`config.mk`:
```
export PLATFORM = sky130hd
export DESIGN_NAME = serial_magnitude_comparator_flat
export DESIGN_NICKNAME = d
export VERILOG_FILES = /design/src/rtl/serial_magnitude_comparator_if.sv /design/src/rtl/serial_magnitude_comparator.sv /design/src/flat_wrapper.sv
export SDC_FILE = /design/constraint.sdc
export NUM_CORES = 1
export LEC_CHECK = 0
export CORE_AREA = 2 2 39 41
export DETAILED_ROUTE_END_ITERATION = 10
export DIE_AREA = 0 0 41 43
export GPL_TIMING_DRIVEN = 0
export HOLD_SLACK_MARGIN = 0.05
export PLACE_DENSITY = 0.74
export SKIP_CTS_REPAIR_TIMING = 1
export SYNTH_ARGS = -nofsm -noshare
export SYNTH_HDL_FRONTEND = slang
export SYNTH_SLANG_ARGS = --single-unit
```
`constraint.sdc`:
```
create_clock -name clk -period 1.3 [get_ports clk]
set_input_delay 0.26 -clock clk [delete_from_list [all_inputs] [get_ports clk]]
set_output_delay 0.26 -clock clk [all_outputs]
set_load 0.01 [all_outputs]
```
`src/rtl/serial_magnitude_comparator_if.sv`:
```
`default_nettype none
// ============================================================================
// Module   : serial_magnitude_comparator_if
// Purpose  : Bundles the control, serial operand and result signals of the
//            serial magnitude comparator.
// Ports    : master - drives start, bit_valid, x_bit, y_bit; observes results
//            slave  - observes start, bit_valid, x_bit, y_bit; drives
//                     o_gt, o_eq, done, busy
// Revision : 1.0 - initial release
// ============================================================================
interface serial_magnitude_comparator_if;
  logic start;      // request a new comparison
  logic bit_valid;  // x_bit/y_bit carry an operand bit this cycle
  logic x_bit;      // operand x, MSB first
  logic y_bit;      // operand y, MSB first
  logic o_gt;       // registered x > y (unsigned)
  logic o_eq;       // registered x == y
  logic done;       // one-cycle pulse: o_gt/o_eq just updated
  logic busy;       // high while operand bits are being accepted

  modport master (
    output start, bit_valid, x_bit, y_bit,
    input  o_gt, o_eq, done, busy
  );

  modport slave (
    input  start, bit_valid, x_bit, y_bit,
    output o_gt, o_eq, done, busy
  );
endinterface
`default_nettype wire

```
`src/rtl/serial_magnitude_comparator.sv`:
```
`default_nettype none
// ============================================================================
// Module   : serial_magnitude_comparator
// Purpose  : Compares two unsigned WIDTH-bit operands presented serially,
//            MSB first, one bit pair per valid cycle. The first differing
//            pair decides the result; all WIDTH pairs are always consumed.
// Ports    : clk   - clock, rising edge
//            rst_n - asynchronous active-low reset
//            bus   - slave modport: start, bit_valid, x_bit, y_bit in;
//                    o_gt, o_eq, done, busy out (all outputs registered)
// Revision : 1.0 - initial release
// ============================================================================
module serial_magnitude_comparator #(
  parameter int WIDTH = 4  // operand bits per comparison, 2..16
) (
  input  wire logic                  clk,
  input  wire logic                  rst_n,
  serial_magnitude_comparator_if.slave bus
);

  localparam int c_cnt_w = $clog2(WIDTH + 1);
  localparam logic [c_cnt_w-1:0] c_last = c_cnt_w'(WIDTH - 1);

  typedef enum logic [1:0] {
    ST_IDLE  = 2'd0,
    ST_SHIFT = 2'd1,
    ST_DONE  = 2'd2
  } state_t;

  state_t             r_state;
  logic [c_cnt_w-1:0] r_cnt;
  logic               r_undecided;
  logic               r_gt;
  logic               r_o_gt;
  logic               r_o_eq;
  logic               r_done;
  logic               r_busy;

  // Decision logic for the pair presented this cycle. Once decided, the
  // flags are frozen because w_decide can no longer fire.
  logic w_differ;
  logic w_decide;
  logic w_undecided_nxt;
  logic w_gt_nxt;
  logic w_last;

  assign w_differ        = bus.x_bit ^ bus.y_bit;
  assign w_decide        = r_undecided & w_differ;
  assign w_undecided_nxt = r_undecided & ~w_differ;
  assign w_gt_nxt        = w_decide ? bus.x_bit : r_gt;
  assign w_last          = (r_cnt == c_last);

  always_ff @(posedge clk or negedge rst_n) begin
    if (!rst_n) begin
      r_state     <= ST_IDLE;
      r_cnt       <= '0;
      r_undecided <= 1'b0;
      r_gt        <= 1'b0;
      r_o_gt      <= 1'b0;
      r_o_eq      <= 1'b0;
      r_done      <= 1'b0;
      r_busy      <= 1'b0;
    end else begin
      r_done <= 1'b0;
      case (r_state)
        ST_IDLE: begin
          // bit_valid is deliberately ignored here, even alongside start.
          if (bus.start) begin
            r_state     <= ST_SHIFT;
            r_cnt       <= '0;
            r_undecided <= 1'b1;
            r_gt        <= 1'b0;
            r_busy      <= 1'b1;
          end
        end
        ST_SHIFT: begin
          // start is ignored while shifting; stalls hold all state.
          if (bus.bit_valid) begin
            r_cnt       <= r_cnt + 1'b1;
            r_undecided <= w_undecided_nxt;
            r_gt        <= w_gt_nxt;
            if (w_last) begin
              // Results load from the next-state flags so the final pair
              // is included in the same edge that ends the comparison.
              r_state <= ST_DONE;
              r_busy  <= 1'b0;
              r_done  <= 1'b1;
              r_o_gt  <= w_gt_nxt;
              r_o_eq  <= w_undecided_nxt;
            end
          end
        end
        ST_DONE: begin
          r_state <= ST_IDLE;
        end
        default: begin
          r_state <= ST_IDLE;
          r_busy  <= 1'b0;
        end
      endcase
    end
  end

  assign bus.o_gt = r_o_gt;
  assign bus.o_eq = r_o_eq;
  assign bus.done = r_done;
  assign bus.busy = r_busy;

endmodule
`default_nettype wire
```
`src/flat_wrapper.sv`:
```
// flat-port wrapper written by rule: the top's interface ports become plain ports
module serial_magnitude_comparator_flat 
#(
  parameter int WIDTH = 4                                       
)
  (clk, rst_n, bus_start, bus_bit_valid, bus_x_bit, bus_y_bit, bus_o_gt, bus_o_eq, bus_done, bus_busy);
  serial_magnitude_comparator_if bus_i ();
  input  wire logic clk;
  input  wire logic rst_n;
  input wire logic [$bits(bus_i.start)-1:0] bus_start;
  input wire logic [$bits(bus_i.bit_valid)-1:0] bus_bit_valid;
  input wire logic [$bits(bus_i.x_bit)-1:0] bus_x_bit;
  input wire logic [$bits(bus_i.y_bit)-1:0] bus_y_bit;
  output wire logic [$bits(bus_i.o_gt)-1:0] bus_o_gt;
  output wire logic [$bits(bus_i.o_eq)-1:0] bus_o_eq;
  output wire logic [$bits(bus_i.done)-1:0] bus_done;
  output wire logic [$bits(bus_i.busy)-1:0] bus_busy;
  assign bus_i.start = bus_start;
  assign bus_i.bit_valid = bus_bit_valid;
  assign bus_i.x_bit = bus_x_bit;
  assign bus_i.y_bit = bus_y_bit;
  assign bus_o_gt = bus_i.o_gt;
  assign bus_o_eq = bus_i.o_eq;
  assign bus_done = bus_i.done;
  assign bus_busy = bus_i.busy;
  serial_magnitude_comparator #(.WIDTH(WIDTH)) u_core (.clk(clk), .rst_n(rst_n), .bus(bus_i));
endmodule
```
# --- Word-level counts from Yosys, hierarchy flattened ---
# Cells that the tools add are included.
totals:
  ff_bits: 11
  inputBits: 6
  output_inout_bits: 4
  elab_cells: 46
classes:
  addsub: 1
  eq_ne: 6
  mux: 20
  n_bitwise: 5
  n_reduce_logical: 6
op_table:
  columns: ["operator", "count"]
  rows:
  - ["2-to-1 mux 1 bit", 10]
  - ["AND reduction 3 bit", 3]
  - ["2-to-1 mux 2 bit", 3]
  - ["2-to-1 mux 3 bit", 2]
  - ["one-hot mux 3 bit (2 select lines)", 1]
  - ["inequality test 2 bit, second input constant", 2]
  - ["one-hot mux 1 bit (2 select lines)", 2]
  - ["one-hot mux 2 bit (2 select lines)", 1]
  - ["AND reduction 4 bit", 1]
  - ["adder 3 x 1 -> 3 bit, second input constant", 1]
  - ["== test 3 x 2 -> 1 bit, second input constant", 1]
  - ["one-hot mux 1 bit (3 select lines)", 1]
  - ["AND 1 bit", 2]
  - ["== test 2 x 1 -> 1 bit, second input constant", 1]
  - ["== test 2 bit, second input constant", 1]
  - ["zero test 2 bit", 1]
  - ["inequality test 2 x 1 -> 1 bit, second input constant", 1]
  - ["inverter 1 bit", 2]
  - ["nonzero test 2 bit", 1]
  - ["bitwise XOR 1 bit", 1]

# --- Longest topological paths before layout ---
# Gate-level depths: netlist of the first run.
depth:
  ltp_word: 5
  depth_mapped: 6
  mapped_depth_nobuf: 5

# --- Least setup slack after synthesis of the first run ---
# OpenSTA, ideal clock, no wires.
synth_timing:
  path_type: "register -> register"
  from: "reg u_core.r_cnt[0]"
  to: "reg u_core.r_o_gt, in the netlist u_core.bus.o_gt"
  arrival_ps: 1182
  slack_ps: -13
  stages_incl_launch_ff: 7
  n_path_buf: 1
  path_cell_list: "dfrtp_1 -> ha_1 -> ha_1 -> and4b_1 -> buf_4 -> nor2_1 -> a31oi_1"
synth_via:
  elab_chain_cells: 2
synth_rtl:
  columns: ["item", "line_no", "rtl"]
  rows:
  - ["from (decl)", "serial_magnitude_comparator.sv:31", "logic [c_cnt_w-1:0] r_cnt;"]
  - ["from (signal assigned)", "serial_magnitude_comparator.sv:79", "r_cnt <= r_cnt + 1'b1;"]
  - ["== test 3 x 2 -> 1 bit", "serial_magnitude_comparator.sv:51", "assign w_last = (r_cnt == c_last);"]
  - ["AND reduction 3 bit (no source line)", null, null]
  - ["to (signal assigned)", "serial_magnitude_comparator.sv:88", "r_o_gt <= w_gt_nxt;"]
  - ["to (decl)", "serial_magnitude_comparator.sv:34", "logic r_o_gt;"]
# Every way passes these cells.
# A chain may end at the register's enable or synchronous reset.

# --- Worst setup path in the final report of the first run ---
layout_timing:
  from: "reg u_core.r_cnt[0]"
  to: "reg u_core.r_o_eq, in the netlist u_core.bus.o_eq"
layout_via:
  elab_chain_cells: 2
layout_rtl:
  columns: ["item", "line_no", "rtl"]
  rows:
  - ["== test 3 x 2 -> 1 bit", "serial_magnitude_comparator.sv:51", null]
  - ["AND reduction 3 bit (no source line)", null, null]
  - ["to (signal assigned)", "serial_magnitude_comparator.sv:89", "r_o_eq <= w_undecided_nxt;"]
  - ["to (decl)", "serial_magnitude_comparator.sv:35", "logic r_o_eq;"]
# Every way passes these cells.

==> metrics.csv, run 1 <==
metric;value;unit
crit_family;flip-flops;
drive_above_1_share;25.9;%
post-dp-hpwl;625;µm
routedWlPerCell;13.3;µm
core_area;0.00138;mm²
start_util;37.0;%
first_iter_violations;6;
ys_seq_elements;11;
end_kind;flip-flop;
cts_root_buf;clkbuf_4;
worstPathCellList;ha_2 > ha_4 > and4b_2 > nand3_1 > o21ai_1;
p_total;1450;µW
maxCapViolations;0;
final_util;49.9;%
hold_viol_final;0;
slowest_stage;dfrtp_1;
synth.avg_cell_area;11.6;µm²
critPathMaxFanout;5;
p_sw_share;33.9;%
p_int;958;µW
finalWirelength;987;µm
r2r-start;u_core.r_cnt[0];
reg2regPathDepth;5;
r2r-end;u_core.bus.o_eq;
rsz0062_at_grt;yes;
outcome;completed;
setup_viol;0;
grt_pass1_vias;361;
max_stage_delay;0.39;ns
place_area;624;µm²
comb_power_share;41.8;%
vias;387;
clkTransAtPathRegs;0.07;ns
numCtsBuffers;3;
slew_violations;0;
cp.depth;5;
switchingPower;492;µW
ioPinCount;10;
peakVddDrop;0.00108;V
setup_tns;0;ns
seq_power_share;41.9;%
worstPathRequired;1.46;ns
core.rowCount;14;
n_fill_cell;136;
syn_to_final_growth;35.0;%
yosys.cell_types.count;24;
layout_commonest_cell;dfrtp_1;
synth_cells;44;
cts_tree;yes;
stdcell_area;691;µm²
cts_max_level;1;
tightestPinTransition;0.522;ns
slew_headroom;65.1;%
fmax;799;MHz
hold_path_class;primary input to asynchronous set/reset pin;
via_per_inst;5.23;
worstSetupPathType;flip-flop to flip-flop;
ant_nets;0;
yosysWarnings;0;
layout_common_cells;11 x dfrtp_1, 5 x clkdlybuf4s50_1, 4 x inv_1, 4 x dlymetal6s2s_1;
crit_buf_inv;0;
grt-ovfl-total;0;
nets;67;
die_area;0.00176;mm²
clk_path_buf_depth;2;
finalCritPeriodShare;96.3;%
cp-endpoint;u_core.bus.o_eq;
num_antenna_cells;0;
worstSetupStartpointType;flip-flop;
die_x;41;µm
numPortBuffers;9;
pwr-share-clk;16.3;%
synth_area;512;µm²
fin_skew;0.000803;ns
critical_path_arrival;1.41;ns
reg2reg_slack;0.05;ns
startpoint;u_core.r_cnt[0];
grtUsageTotal;13.3;%
die_h;43;µm
grt_first_pass_wirelength;1.48;mm
p_per_area;2100;mW/mm²
holdWs;0.336;ns
clkSinkCount;11;
syn_nets;52;
min_period;1.25;ns
antenna_found_initial;0;
clkLatencyLatePin;0.27;ns
place_congestion;0.661;
dr.pass1.iters;4;
grt_max_degree;12;
drc_errors;0;
ys_seq_area_share;53.8;%
p_leak;0.000332;µW
-- Yosys cell counts --
master,instances,share of area [%]
buf_4,1,1.5
mux2_4,1,2.9
o21ai_1,1,0.98
a22o_1,1,1.7
a21oi_1,2,2.0
nor2_2,1,1.2
o22a_1,1,1.7
xnor2_1,1,1.7
o2bb2ai_1,1,1.7
a311oi_1,1,1.7
and4b_1,1,2.0
inv_1,4,2.9
o21ai_0,2,2.0
nor3b_2,1,2.4
o21bai_1,1,1.5
or2_2,1,1.2
ha_1,2,4.9
and4b_2,1,2.2
nand3_1,3,2.9
nor2_1,2,1.5
and3b_4,1,2.4
a31oi_1,2,2.4
dfrtp_1,11,54
nand2_1,1,0.73
-- worst reg2reg max path, stage by stage, from the launching register on --
cell and delay [ns]:
dfrtp_1 0.39, ha_2 0.21, ha_4 0.16, and4b_2 0.24, nand3_1 0.09, o21ai_1 0.06
-- cell families (layout without fill, tap and decap cells) --
logic type / after synthesis / count (layout) / synth area share [%]
compound gates: 12 / 12 / 15.6
simple gates: 12 / 12 / 16.6
flops: 11 / 11 / 53.8
buf+inv: 5 / 19 / 4.40
fa+ha+maj: 2 / 2 / 4.89
xor+xnor: 1 / 1 / 1.71
mux: 1 / 1 / 2.93
-- layer usage --
layer	GRT usage (%)	share of wire, %	wire [µm]
met1	16.0	44	436
met2	17.5	47	462
met3	6.28	6.0	59
met4	10.0	2.9	29
met5	0	0	0
-- how the worst min path moves through the flow --
stage / from / end / slack, ns / depth (start not counted)
after floorplan: rst_n / u_core.bus.busy / -0.04 / 0
after global placement: u_core.r_cnt[2] / u_core.r_cnt[2] / 0.48 / 1
after detailed placement: u_core.r_cnt[2] / u_core.r_cnt[2] / 0.49 / 1
after CTS: rst_n / u_core.bus.done / 0.33 / 1
after global routing: rst_n / u_core.bus.o_gt / 0.35 / 1
final: rst_n / u_core.r_gt / 0.34 / 1
-- cell type report --
cell class | count | area (µm²) | area share [%]
Timing Repair Buffer | 11 | 115 | 16.7
Tap cell | 16 | 20.0 | 2.90
Clock buffer | 4 | 26.3 | 3.80
Multi-Input combinational cell | 28 | 239 | 34.6
Sequential cell | 11 | 275 | 39.9
Inverter | 4 | 15.0 | 2.17
-- stage by stage --
step                cells  setup WS (ns)
detailed placement     69         -0.219
floorplan              44         0.0147
finish                 74         0.0480
global route           74        -0.0192
CTS                    73         -0.136
global placement       69         -0.224
-- power by group through the flow --
stage	Combinational, µW	Clock [µW]	Sequential [µW]
6_report	606	236	608
3_3_place_gp	523	0	596
5_1_grt	676	263	624
4_1_cts	539	244	597
3_5_place_dp	535	0	604
2_1_floorplan	334	0	608
-- flip-flops by register name, indices dropped and copies added (netlist names) --
| register | flops |
|---|---|
| u_core.bus.o_eq | 1 |
| u_core.r_state | 2 |
| u_core.r_gt | 1 |
| u_core.bus.o_gt | 1 |
| u_core.bus.busy | 1 |
| u_core.bus.done | 1 |
| u_core.r_undecided | 1 |
| u_core.r_cnt | 3 |
(Power assumes the default switching activity.)
==> run 2, diff against run 1 <==
- ABC_AREA: not set -> 1
- CAP_MARGIN: not set -> 10
- PLACE_DENSITY: 0.74 -> 0.75
==> metrics.csv, run 2 <==
metric;value;unit;change
syn_nets;68;;+31%
busiest_layer;met2;;
die_h;43;µm;unchanged
yosys.cell_types.count;15;;-38%
antenna_found_initial;0;;unchanged
slowest_stage;dfrtp_1;;
start_util;37.8;%;+0.81 points
die_x;41;µm;unchanged
core_area;0.00138;mm²;unchanged
grt_max_degree;12;;unchanged
setup_tns;0;ns;unchanged
synth_top_family_by_area;simple AND/OR/NAND/NOR gates;;
crit_family;flip-flops;;
worstSetupPathType;flip-flop to flip-flop;;
post-dp-hpwl;743;µm;+19%
stdcell_area;676;µm²;-2.2%
final_util;48.8;%;-1.1 points
drc_errors;0;;unchanged
synthXorXnorAreaFrac;0;%;-1.7 points
grt-ovfl-total;0;;unchanged
synthMostInstantiatedCell;nand2_1;;
via_per_inst;4.84;;-7.4%
die_area;0.00176;mm²;unchanged
post-place-cells;85;;+23%
synth_top_area_share;52.6;%;-1.2 points
peakVddDrop;0.000679;V;-37%
largest_register_ffs;3;;unchanged
worstPathCellList;ha_2 > ha_1 > nand2_2 > a21oi_2 > o21ai_1;;
synth_cells;60;;+36%
fin_skew;0.000960;ns;+0.000156 ns
muxShareOfSynthArea;0;%;-2.9 points
layout_common_cells;18 x nand2_1, 11 x dfrtp_1, 7 x nand3_1;;
critPathMaxFanout;5;;unchanged
synthTopCellsByCount;18 x nand2_1, 11 x dfrtp_1, 7 x nand3_1;;
rsz0062_at_grt;no;;
setup_viol;0;;unchanged
grt_use_met1;15.1;%;-0.95 points
ys_seq_elements;11;;unchanged
ys_top_cells_by_area;dfrtp_1 53%, nand2_1 13%, nand3_1 6.7%, ha_1 4.8%, nor2_4 4.3%;;
synth_edf_count;0;;unchanged
finalCritPeriodShare;93.7;%;-2.6 points
syn_to_final_growth;29.2;%;
dr.pass1.iters;4;;unchanged
vias;431;;+11%
yosys.area.top_type;dfrtp_1;;
synth_area;523;µm²;+2.2%
hold_path_class;primary input to asynchronous set/reset pin;;
routedWlPerCell;10.7;µm;-20%
slew_headroom;67.6;%;+2.5 points
clkSinkCount;11;;unchanged
reg2reg_slack;0.08;ns;+0.03 ns
numCtsBuffers;3;;unchanged
tightestPinTransition;0.484;ns;-0.0380 ns
numPortBuffers;9;;unchanged
first_iter_violations;19;;+13
cts_tree;yes;;
core.rowCount;14;;unchanged
grt_first_pass_wirelength;1.63;mm;+10%
ant_nets;0;;unchanged
synth-simple-area-share;32.1;%;+15 points
largest_register;u_core.r_cnt;;
place_area;633;µm²;+1.4%
place_congestion;0.736;;+11%
synth.avg_cell_area;8.72;µm²;-25%
ioPinCount;10;;unchanged
fmax;821;MHz;+2.8%
grt_pass1_vias;424;;+17%
ys_seq_area_share;52.6;%;-1.2 points
slew_violations;0;;unchanged
end_kind;flip-flop;;
num_antenna_cells;0;;unchanged
p_per_area;1950;mW/mm²;-7.0%
cp.depth;5;;unchanged
grtUsageTotal;14.2;%;+0.93 points
use_met3;1.57;%;-4.7 points
worstPathRequired;1.49;ns;+0.03 ns
worstSetupStartpointType;flip-flop;;
drive_above_1_share;19.2;%;-6.7 points
clk_path_buf_depth;2;;unchanged
instances_no_fill;89;;+20%
clkLatencyLatePin;0.27;ns;about the same
cts_max_level;1;;unchanged
layout_commonest_cell;nand2_1;;
maxCapViolations;0;;unchanged
hold_viol_final;0;;unchanged
cts_root_buf;clkbuf_4;;
synth_top_flop_cell;dfrtp_1;;
max_stage_delay;0.40;ns;about the same
crit_buf_inv;0;;unchanged
min_period;1.22;ns;-0.0335 ns
synth_compound_area_share;4.78;%;-11 points
reg.largest.list;u_core.r_cnt x3, u_core.r_state x2;;
p_leak;0.000383;µW;+15%
yosysWarnings;0;;unchanged
nets;82;;+22%
use_met2;23.8;%;+6.3 points
async_flop_share;100;%;unchanged
synthAdderAreaFrac;4.78;%;-0.11 points
critical_path_arrival;1.41;ns;about the same
clkTransAtPathRegs;0.07;ns;about the same
finalWirelength;954;µm;-3.3%
reg2regPathDepth;5;;unchanged
outcome;completed;;
-- run 2: logic make-up after synthesis --
family,Yosys count
simple gates,34
flops,11
buf+inv,8
compound gates,5
fa+ha+maj,2
-- run 2: cell type report --
type	instances	area, µm²
fillers	142	708
flip-flops and latches	11	275
multi-input cells	41	224
repair buffers	9	100
inverters	8	30.0
clock buffers	4	26.3
well taps	16	20.0
-- run 2: per-stage QoR --
| stage | worst slack (ns) | hold WS (ns) | power (µW) |
|---|---|---|---|
| after CTS | -0.172 | 0.343 | 1340 |
| final | 0.0815 | 0.318 | 1320 |
| after floorplan | 0.175 | -0.0356 | 907 |
| after global placement | 0.0458 | 0.484 | 1070 |
| after detailed placement | -0.0165 | 0.494 | 1100 |
| after global routing | 0.0133 | 0.369 | 1450 |
-- run 2: routing by layer --
| metal | routed length (µm) | share of wire, % |
|---|---|---|
| met2 | 499 | 52 |
| met4 | 36 | 3.8 |
| met1 | 376 | 39 |
| met5 | 0 | 0 |
| met3 | 41 | 4.3 |
-- run 2: final timing paths --
kind                                  from         endpoint
hold / removal                       rst_n  u_core.bus.done
setup reg to reg           u_core.r_cnt[0]  u_core.bus.busy
setup / recovery           u_core.r_cnt[0]  u_core.bus.busy
min in group clk           u_core.bus.o_gt  u_core.bus.o_gt
max in group asynchronous            rst_n  u_core.r_cnt[1]
hold reg to reg            u_core.bus.o_gt  u_core.bus.o_gt
-- run 2: worst reg2reg max path, stage by stage, from the launching register on --
cell,delay (ns)
dfrtp_1,0.40
ha_2,0.19
ha_1,0.18
nand2_2,0.14
a21oi_2,0.07
o21ai_1,0.15
-- run 2: where the power goes --
part	internal [µW]	switching [µW]	total (µW)
logic	231	298	529
clock network	119	112	231
registers	474	85.9	559
